[src/rtl/ppi_bus_pkg.sv]
// Shared types and register addresses for the PPI bus initiator.
// State encoding and peripheral register map live here so the bench and RTL agree.
package ppi_bus_pkg;
    typedef enum logic [1:0] {
        IDLE    = 2'd0,
        ASSERT  = 2'd1,
        RELEASE = 2'd2,
        GAP     = 2'd3
    } state_t;

    localparam logic [1:0] PORT_A  = 2'b00;
    localparam logic [1:0] PORT_B  = 2'b01;
    localparam logic [1:0] PORT_C  = 2'b10;
    localparam logic [1:0] CONTROL = 2'b11;
endpackage

[src/rtl/ppi_bus_initiator_ack_timer.sv]
// ASSERT-phase watchdog: counts cycles since select and flags the last allowed one.
// Built only when PPI_INIT_TIMEOUT_EN is defined.
module ppi_ack_timer #(
    parameter int ACK_TIMEOUT = 16
) (
    input  logic clock,
    input  logic reset,
    input  logic clear,
    input  logic enable,
    output logic expired
);
    logic [7:0] count;

    always_ff @(posedge clock or posedge reset) begin
        if (reset)       count <= '0;
        else if (clear)  count <= '0;
        else if (enable) count <= count + 8'd1;
    end

    // Edge that closes the ACK_TIMEOUT-th ASSERT cycle.
    assign expired = enable && (count == 8'(ACK_TIMEOUT - 1));
endmodule

[src/rtl/ppi_bus_initiator.sv]
// Host-to-PPI bus initiator: one strobed access per request, with release and idle gap.
// Optional ack watchdog enabled by defining PPI_INIT_TIMEOUT_EN.
module ppi_bus_initiator
    import ppi_bus_pkg::*;
#(
    parameter int ACK_TIMEOUT = 16,
    parameter int IDLE_GAP    = 1
) (
    input  logic       clock,
    input  logic       reset,
    input  logic       req_valid,
    output logic       req_ready,
    input  logic       req_write,
    input  logic [1:0] req_address,
    input  logic [7:0] req_wdata,
    output logic       rsp_valid,
    output logic [7:0] rsp_rdata,
    output logic       rsp_timeout,
    output logic       chip_select,
    output logic       read_enable,
    output logic       write_enable,
    output logic [1:0] address,
    output logic [7:0] data_bus_out,
    input  logic [7:0] data_bus_in,
    input  logic       ack
);
    state_t     state, state_next;
    logic [3:0] gap_count;
    logic       lat_write;
    logic       expired;
    logic       accept;
    logic       complete;

    assign accept   = (state == IDLE) && req_valid && req_ready;
    assign complete = (state == ASSERT) && (ack || expired);

`ifdef PPI_INIT_TIMEOUT_EN
    logic timeout_flag;

    ppi_ack_timer #(.ACK_TIMEOUT(ACK_TIMEOUT)) u_ack_timer (
        .clock   (clock),
        .reset   (reset),
        .clear   (accept),
        .enable  (state == ASSERT),
        .expired (expired)
    );

    // Ack on the final count wins, so only a missing ack marks a timeout.
    always_ff @(posedge clock or posedge reset) begin
        if (reset)         timeout_flag <= 1'b0;
        else if (complete) timeout_flag <= ~ack;
    end

    assign rsp_timeout = timeout_flag;
`else
    logic [7:0] unused_ack_timeout;
    assign unused_ack_timeout = 8'(ACK_TIMEOUT);
    assign expired     = 1'b0;
    assign rsp_timeout = 1'b0;
`endif

    always_comb begin
        state_next = state;
        case (state)
            IDLE:    if (accept) state_next = ASSERT;
            ASSERT:  if (complete) state_next = RELEASE;
            RELEASE: state_next = GAP;
            GAP:     if (gap_count == 4'(IDLE_GAP - 1)) state_next = IDLE;
            default: state_next = IDLE;
        endcase
    end

    always_ff @(posedge clock or posedge reset) begin
        if (reset) begin
            state        <= IDLE;
            gap_count    <= '0;
            lat_write    <= 1'b0;
            req_ready    <= 1'b0;
            rsp_valid    <= 1'b0;
            rsp_rdata    <= '0;
            chip_select  <= 1'b0;
            read_enable  <= 1'b0;
            write_enable <= 1'b0;
            address      <= '0;
            data_bus_out <= '0;
        end else begin
            state     <= state_next;
            req_ready <= (state_next == IDLE);
            rsp_valid <= complete;
            gap_count <= (state == GAP) ? gap_count + 4'd1 : '0;

            if (accept) begin
                lat_write    <= req_write;
                chip_select  <= 1'b1;
                write_enable <= req_write;
                read_enable  <= ~req_write;
                address      <= req_address;
                data_bus_out <= req_write ? req_wdata : 8'h00;
            end

            // Drop the strobe but keep select/address so the peripheral sees a clean falling edge.
            if (complete) begin
                write_enable <= 1'b0;
                read_enable  <= 1'b0;
                rsp_rdata    <= (ack && !lat_write) ? data_bus_in : 8'h00;
            end

            if (state == RELEASE) begin
                chip_select  <= 1'b0;
                address      <= '0;
                data_bus_out <= '0;
            end
        end
    end
endmodule
[config.mk]
export PLATFORM = sky130hd
export DESIGN_NAME = ppi_bus_initiator
export DESIGN_NICKNAME = d
export VERILOG_FILES = /design/src/rtl/ppi_bus_pkg.sv /design/src/rtl/ppi_bus_initiator_ack_timer.sv /design/src/rtl/ppi_bus_initiator.sv
export SDC_FILE = /design/constraint.sdc
export NUM_CORES = 1
export LEC_CHECK = 0
export CAP_MARGIN = 25
export CORE_ASPECT_RATIO = 1.4
export CORE_UTILIZATION = 25
export CTS_BUF_LIST = sky130_fd_sc_hd__clkbuf_4
export CTS_CLUSTER_DIAMETER = 40
export DETAILED_ROUTE_END_ITERATION = 8
export MAX_ROUTING_LAYER = met4
export PLACE_DENSITY = 0.57
export SLEW_MARGIN = 20
export SYNTH_ARGS = -nofsm -noshare
export SYNTH_HDL_FRONTEND = slang
export SYNTH_HIERARCHICAL = 1
export SYNTH_SLANG_ARGS = --single-unit
[constraint.sdc]
create_clock -name clock -period 1.7 [get_ports clock]
set_input_delay 0.425 -clock clock [delete_from_list [all_inputs] [get_ports clock]]
set_output_delay 0.425 -clock clock [all_outputs]
set_load 0.02 [all_outputs]
==> results by group, run 1 <==
Synth
  – Seq/Total Area, Yosys: 59.6%
  – Mean Syn Cell Area: 11.4 µm²
  – Post-synth top area share: 59.6%
  – Post-synthesis instance area: 1260 µm²
  – Top_reg_cell synth: dfrtp_1
  – Post-synth top cells: dfrtp_1 (30), nand2_1 (18), a22o_1 (9), nand2b_1 (9), o21ai_0 (8)
  – Largest cells by area after synthesis: dfrtp_1 (60%), a22o_1 (6.3%), nand2_1 (5.4%)
  – Syn. warnings: 6
  – Post-synthesis mux area share: 1.59%
  – Most frequent cell after synthesis: dfrtp_1
  – Synth Area in Simple Gates: 17.0%
  – Fraction of registers with async set/reset: 100%
  – Synth Area in Compound Gates: 12.3%
  – Dominant cell type by area after synthesis: dfrtp_1
  – Number of synthesized flops with an enable pin: 0
  – Synth Net Count: ~140
  – Synth Instances: 110
  – Adder-cell share of the synthesized area: 1.99%
  – Post-synthesis xor/xnor area fraction: 1.39%
  – Yosys reg bits: 30
  – Post-synth cell types: 25
  – Largest family of logic cells by synthesized area: simple AND/OR/NAND/NOR gates

Timing
  – F_max: around 0.67 GHz
  – Layout Skew: 15.8 ps
  – Max-slew violations: 0
  – RSZ-0062 raised after global routing: no
  – TNS Setup: 0 ps
  – Final Hold Fails: 0
  – Final worst-path cycle share: 88.4%
  – Tmin final: 1500 ps
  – Final setup vio count: 0

Layout
  – Layout cells sized above 1: 8.02%
  – Utilization after layout: 37.3%
  – Layout area overhead: 43.4%
  – Fillers: slightly above 500
  – Fin nets: between 150 and 200
  – Ant. Diodes: 0

Floorplan
  – Height of the die: 86.0 µm
  – Die X: 62.0 µm
  – Core area: around 4800 µm²
  – Boundary Pins: 47
  – Initial Util: about 26%
  – Total die area: 5330 µm²
  – Rows: 30

Setup path
  – CP bufs+invs: 1
  – Worst reg2reg path depth: 3
  – Critical path's top delay family: flip-flops
  – Worst path max stage delay: 400 ps
  – Crit Path Class: reg2out
  – Critical R2R Launch: state[1]$_DFF_PP0_
  – CP max stage cell: dfrtp_1
  – Arrival time of the worst setup path: 1080 ps
  – WP data required: 1270 ps
  – Crit path max fanout: 4
  – CP Launch Type: flop
  – R2R Path End: data_bus_out[5]$_DFFE_PP0P_
  – Worst-path cell chain: dlygate4sd2_1
  – Critical Path End Type: primary output
  – Reg2reg setup slack: between 200 and 300 ps

CTS
  – CTS H-tree depth: 2
  – Cts bufs inserted: 5
  – Reg clk slew, reported paths: 100 ps
  – Setup bufs post-CTS: 0
  – CTS tree: built
  – Root Buffer: clkbuf_4
  – Clk buf depth: 2
  – Clk_lat worst skew: 330 ps
  – Clock sink count: 30

Power and ir drop
  – Worst VDD drop: 0.000692 V
  – Power per Cell Area: around 1500 nW/µm²
  – LEAKAGE: 0.000930 µW
  – Pwr Total: approximately 2700 µW

Detailed routing
  – Initial drt markers: 34
  – ANT nets after route: 0
  – DRC viols: 0
  – Post-DR vias/cell: 4.32
  – Post-DR wirelength/cell: around 12 µm
  – DRT Pass-1 Iters: 3
  – Total number of vias: 977
  – WL final: about 2.8 mm

Placed design
  – IO buf count: 45
  – Final Wtd Congestion: between 0.6 and 0.7
  – DPL Wire Length: 2.05 mm

Flow run
  – Number of max-cap violations: 0

Status
  – Status: completed

Global route
  – Vias in the first global route: around 1100
  – Initial antenna violation count: 0
  – Largest net degree at the start of global routing: 31
  – Overall Global Routing Usage: 12.0%
  – Total grt overflow: 0
  – First-pass GRT wire length: 4.55 mm

Min path
  – Path category of the worst min-delay check: in2async
flip-flops by register name (all words and copies together), names as in the netlist:
name          count
data_bus_out      8
rsp_valid         1
state             2
chip_select       1
gap_count         4
read_enable       1
rsp_rdata         8
write_enable      1
address           2
req_ready         1
lat_write         1
power by group:
group          switching, µW  total, µW  internal, µW
sequential               214       1180           962
combinational            610       1120           510
clock                    239        410           171
total                   1060       2710          1640
final cells by class:
cell class              count  area [µm²]  share of cell area (%)
clock buffers               6        45.0                    2.49
multi-input cells          68         435                    24.1
well taps                  64        80.1                    4.44
clock inverters             2        8.76                   0.485
repair buffers             50         463                    25.6
inverters                   6        22.5                    1.25
flip-flops and latches     30         751                    41.6
logic make-up (layout without fill, tap and decap cells):
family                   after synthesis  after routing
XOR/XNOR                               2              2
flip-flops                            30             30
AO/OA/AOI/OAI                         23             23
AND/OR/NAND/NOR                       38             38
other                                  1              1
multiplexers                           2              2
buffers and inverters                 12             64
adder cells (fa/ha/maj)                2              2
through the flow:
stage	instance area (µm²)	std cells	hold WS [ps]	worst slack, ps
after floorplan	1260	110	451	444
after global placement	1780	218	466	-29.6
after detailed placement	1780	218	478	-103
after CTS	1800	226	454	2.63
after global routing	1810	226	463	140
final	1810	226	450	197
cell usage in the layout, fill, tap and decap left out:
master	instances
a22o_1	9
a21o_1	1
a21oi_1	3
conb_1	1
dlygate4sd2_1	22
xnor2_1	1
o21ai_1	1
nand4bb_1	2
and2_1	2
nand3_1	1
clkinv_2	1
nor4bb_4	1
mux2i_1	2
clkbuf_4	6
nand3b_1	1
clkinv_1	1
clkdlybuf4s50_1	22
nor2_1	3
inv_1	6
nand2b_1	9
dlymetal6s2s_1	1
ha_1	2
buf_4	5
dfrtp_1	30
o311ai_0	1
and3_1	1
nand2_1	18
xor2_1	1
o21ai_0	8
per-layer routing:
| layer | GRT usage, % | up-vias | wire (µm) |
|---|---|---|---|
| met4 | 5.45 | 0 | 62 |
| met3 | 4.07 | 8 | 181 |
| met2 | 19.2 | 41 | 1340 |
| met5 | - | - | 0 |
| met1 | 13.1 | 460 | 1160 |
| li1 | - | 468 | - |
how the worst max path moves through the flow:
stage,end,depth (start not counted),startpoint,slack [ps]
after CTS,rsp_valid,1,rsp_valid$_DFF_PP0_,3
after global routing,req_ready,1,req_ready$_DFF_PP0_,140
final,req_ready,1,req_ready$_DFF_PP0_,200
after floorplan,rsp_rdata[0]$_DFFE_PP0P_,5,state[1]$_DFF_PP0_,440
after global placement,data_bus_out[2]$_DFFE_PP0P_,4,req_valid,-30
after detailed placement,data_bus_out[5]$_DFFE_PP0P_,4,req_valid,-100
worst reg2reg max path, cell delays in order, from the launching register on:
cell	delay, ps
dfrtp_1	530
nor4bb_4	350
and2_1	330
a22o_1	190
what timing repair did:
action,4_1_cts,5_1_grt
hold buffers,0,0
endpoints found under the hold margin,0,0
resized for setup,22,1
endpoints found under the setup margin,22,1
No activity file was read; power rests on OpenSTA's default activity.
==> inputs of run 2 (changes only) <==
Settings changed: CAP_MARGIN 25 to 15, DONT_BUFFER_PORTS set to 1, PLACE_DENSITY 0.57 to 0.45.
==> results by group, run 2 (synthesis gave the netlist of run 1 again) <==
Floorplan
  – Initial Util: 26.0%
  – Rows: 30
  – Boundary Pins: 47
  – Die X: a little over 60 µm
  – Core area: 4840 µm²
  – Height of the die: 86.0 µm
  – Total die area: 5330 µm²

Layout
  – Utilization after layout: 28.2%
  – Fillers: slightly above 500
  – Most frequent cells in the layout: dfrtp_1 (30), nand2_1 (18), a22o_1 (9), nand2b_1 (9), o21ai_0 (8)
  – Most common cell after layout, fill and taps aside: dfrtp_1
  – Layout cells sized above 1: 9.57%
  – Largest registers: data_bus_out: 8 flops, rsp_rdata: 8 flops, gap_count: 4 flops
  – Layout area overhead: 8.45%
  – Ant. Diodes: 0
  – Fin nets: 139

Detailed routing
  – ANT nets after route: 0
  – WL final: 2.28 mm
  – Post-DR vias/cell: 4.32
  – Total number of vias: 774
  – Post-DR wirelength/cell: about 13 µm
  – DRT Pass-1 Iters: 4
  – DRC viols: 0
  – Initial drt markers: 14

Timing
  – Layout Skew: 7.87 ps
  – Final setup vio count: 0
  – Final Hold Fails: 0
  – Final worst-path cycle share: around 83%
  – Hold WS: 49.9 ps
  – RSZ-0062 raised after global routing: no
  – TNS Setup: 0 ps
  – F_max: between 0.7 and 0.8 GHz
  – Tmin final: 1400 ps
  – Max-slew violations: 0

Placed design
  – Final Wtd Congestion: about 0.65
  – IO buf count: 0
  – DPL Wire Length: 1.71 mm

Setup path
  – WP data required: 1960 ps
  – Worst-path cell chain: nor4bb_4, and2_1, a22o_1
  – Worst path max stage delay: 520 ps
  – Crit path max fanout: 11
  – Arrival time of the worst setup path: roughly 1700 ps
  – CP max stage cell: dfrtp_1
  – Critical Path End Type: flop
  – CP Launch Type: flop
  – Crit Path Class: reg2reg
  – Critical R2R Launch: state[1]$_DFF_PP0_
  – Crit path from: state[1]$_DFF_PP0_

Global route
  – Largest net degree at the start of global routing: 31
  – Vias in the first global route: 769
  – Total grt overflow: 0
  – First-pass GRT wire length: approximately 3.4 mm
  – Overall Global Routing Usage: 9.64%
  – Initial antenna violation count: 0

CTS
  – Reg clk slew, reported paths: 90 ps
  – Clk buf depth: 2
  – Cts bufs inserted: 5
  – CTS tree: built
  – Clk_lat worst skew: between 300 and 400 ps
  – Root Buffer: clkbuf_4
  – Setup bufs post-CTS: 0
  – Clock sink count: 30
  – CTS H-tree depth: 2
  – Hold buffers post-CTS: 0
  – Post-CTS resize count: 0

Power and ir drop
  – LEAKAGE: 0.000659 µW
  – Power per Cell Area: about 1700 nW/µm²
  – Worst VDD drop: 0.000592 V

Status
  – Status: completed

Min path
  – Path category of the worst min-delay check: in2async

Flow run
  – Number of max-cap violations: 0
-- run 2: cell type report --
class / count / area, µm² / area share [%]
well taps: 64 / 80.1 / 5.87
inverters: 6 / 22.5 / 1.65
clock inverters: 2 / 8.76 / 0.642
flip-flops and latches: 30 / 751 / 55.0
repair buffers: 3 / 22.5 / 1.65
clock buffers: 6 / 45.0 / 3.30
multi-input cells: 68 / 435 / 31.9
-- run 2: path summary, 6_finish.rpt --
| check | to | slack (ps) | cells past startpoint |
|---|---|---|---|
| max | data_bus_out[7]$_DFFE_PP0P_ | 300 | 3 |
| min | data_bus_out[1]$_DFFE_PP0P_ | 50 | 2 |
| max reg2reg | data_bus_out[7]$_DFFE_PP0P_ | 300 | 3 |
| min reg2reg | gap_count[0]$_DFF_PP0_ | 500 | 1 |
| max in group asynchronous | rsp_rdata[0]$_DFFE_PP0P_ | 1360 | 2 |
| min in group clock | data_bus_out[6]$_DFFE_PP0P_ | 230 | 1 |
-- run 2: per-layer routing --
layer / vias to the layer above / global-route usage (%) / part of all wire (%)
li1: 372 / - / -
met1: 358 / 10.6 / 41
met2: 42 / 14.0 / 50
met3: 2 / 5.73 / 8.3
met4: 0 / 3.64 / 0.35
met5: - / - / 0
-- run 2: worst max-delay path, delay by kind of cell (launching register included) --
family	cells	cell delay [ps]
AO/OA/AOI/OAI	1	170
flip-flops	1	520
AND/OR/NAND/NOR	2	660
-- run 2: power breakdown --
group	leakage [µW]	internal, µW	switching [µW]
Sequential	0.000395	961	497
Clock	0.0000331	171	229
Combinational	0.000231	262	258
-- run 2: per-stage QoR --
step / std cells / setup WS, ps / power, µW / cell area [µm²]
6_report: 179 / 296 / 2380 / 1370
3_3_place_gp: 171 / 320 / 2000 / 1310
3_5_place_dp: 171 / 282 / 2010 / 1310
4_1_cts: 179 / 270 / 2430 / 1370
5_1_grt: 179 / 202 / 2570 / 1370
2_1_floorplan: 110 / 444 / 1900 / 1260
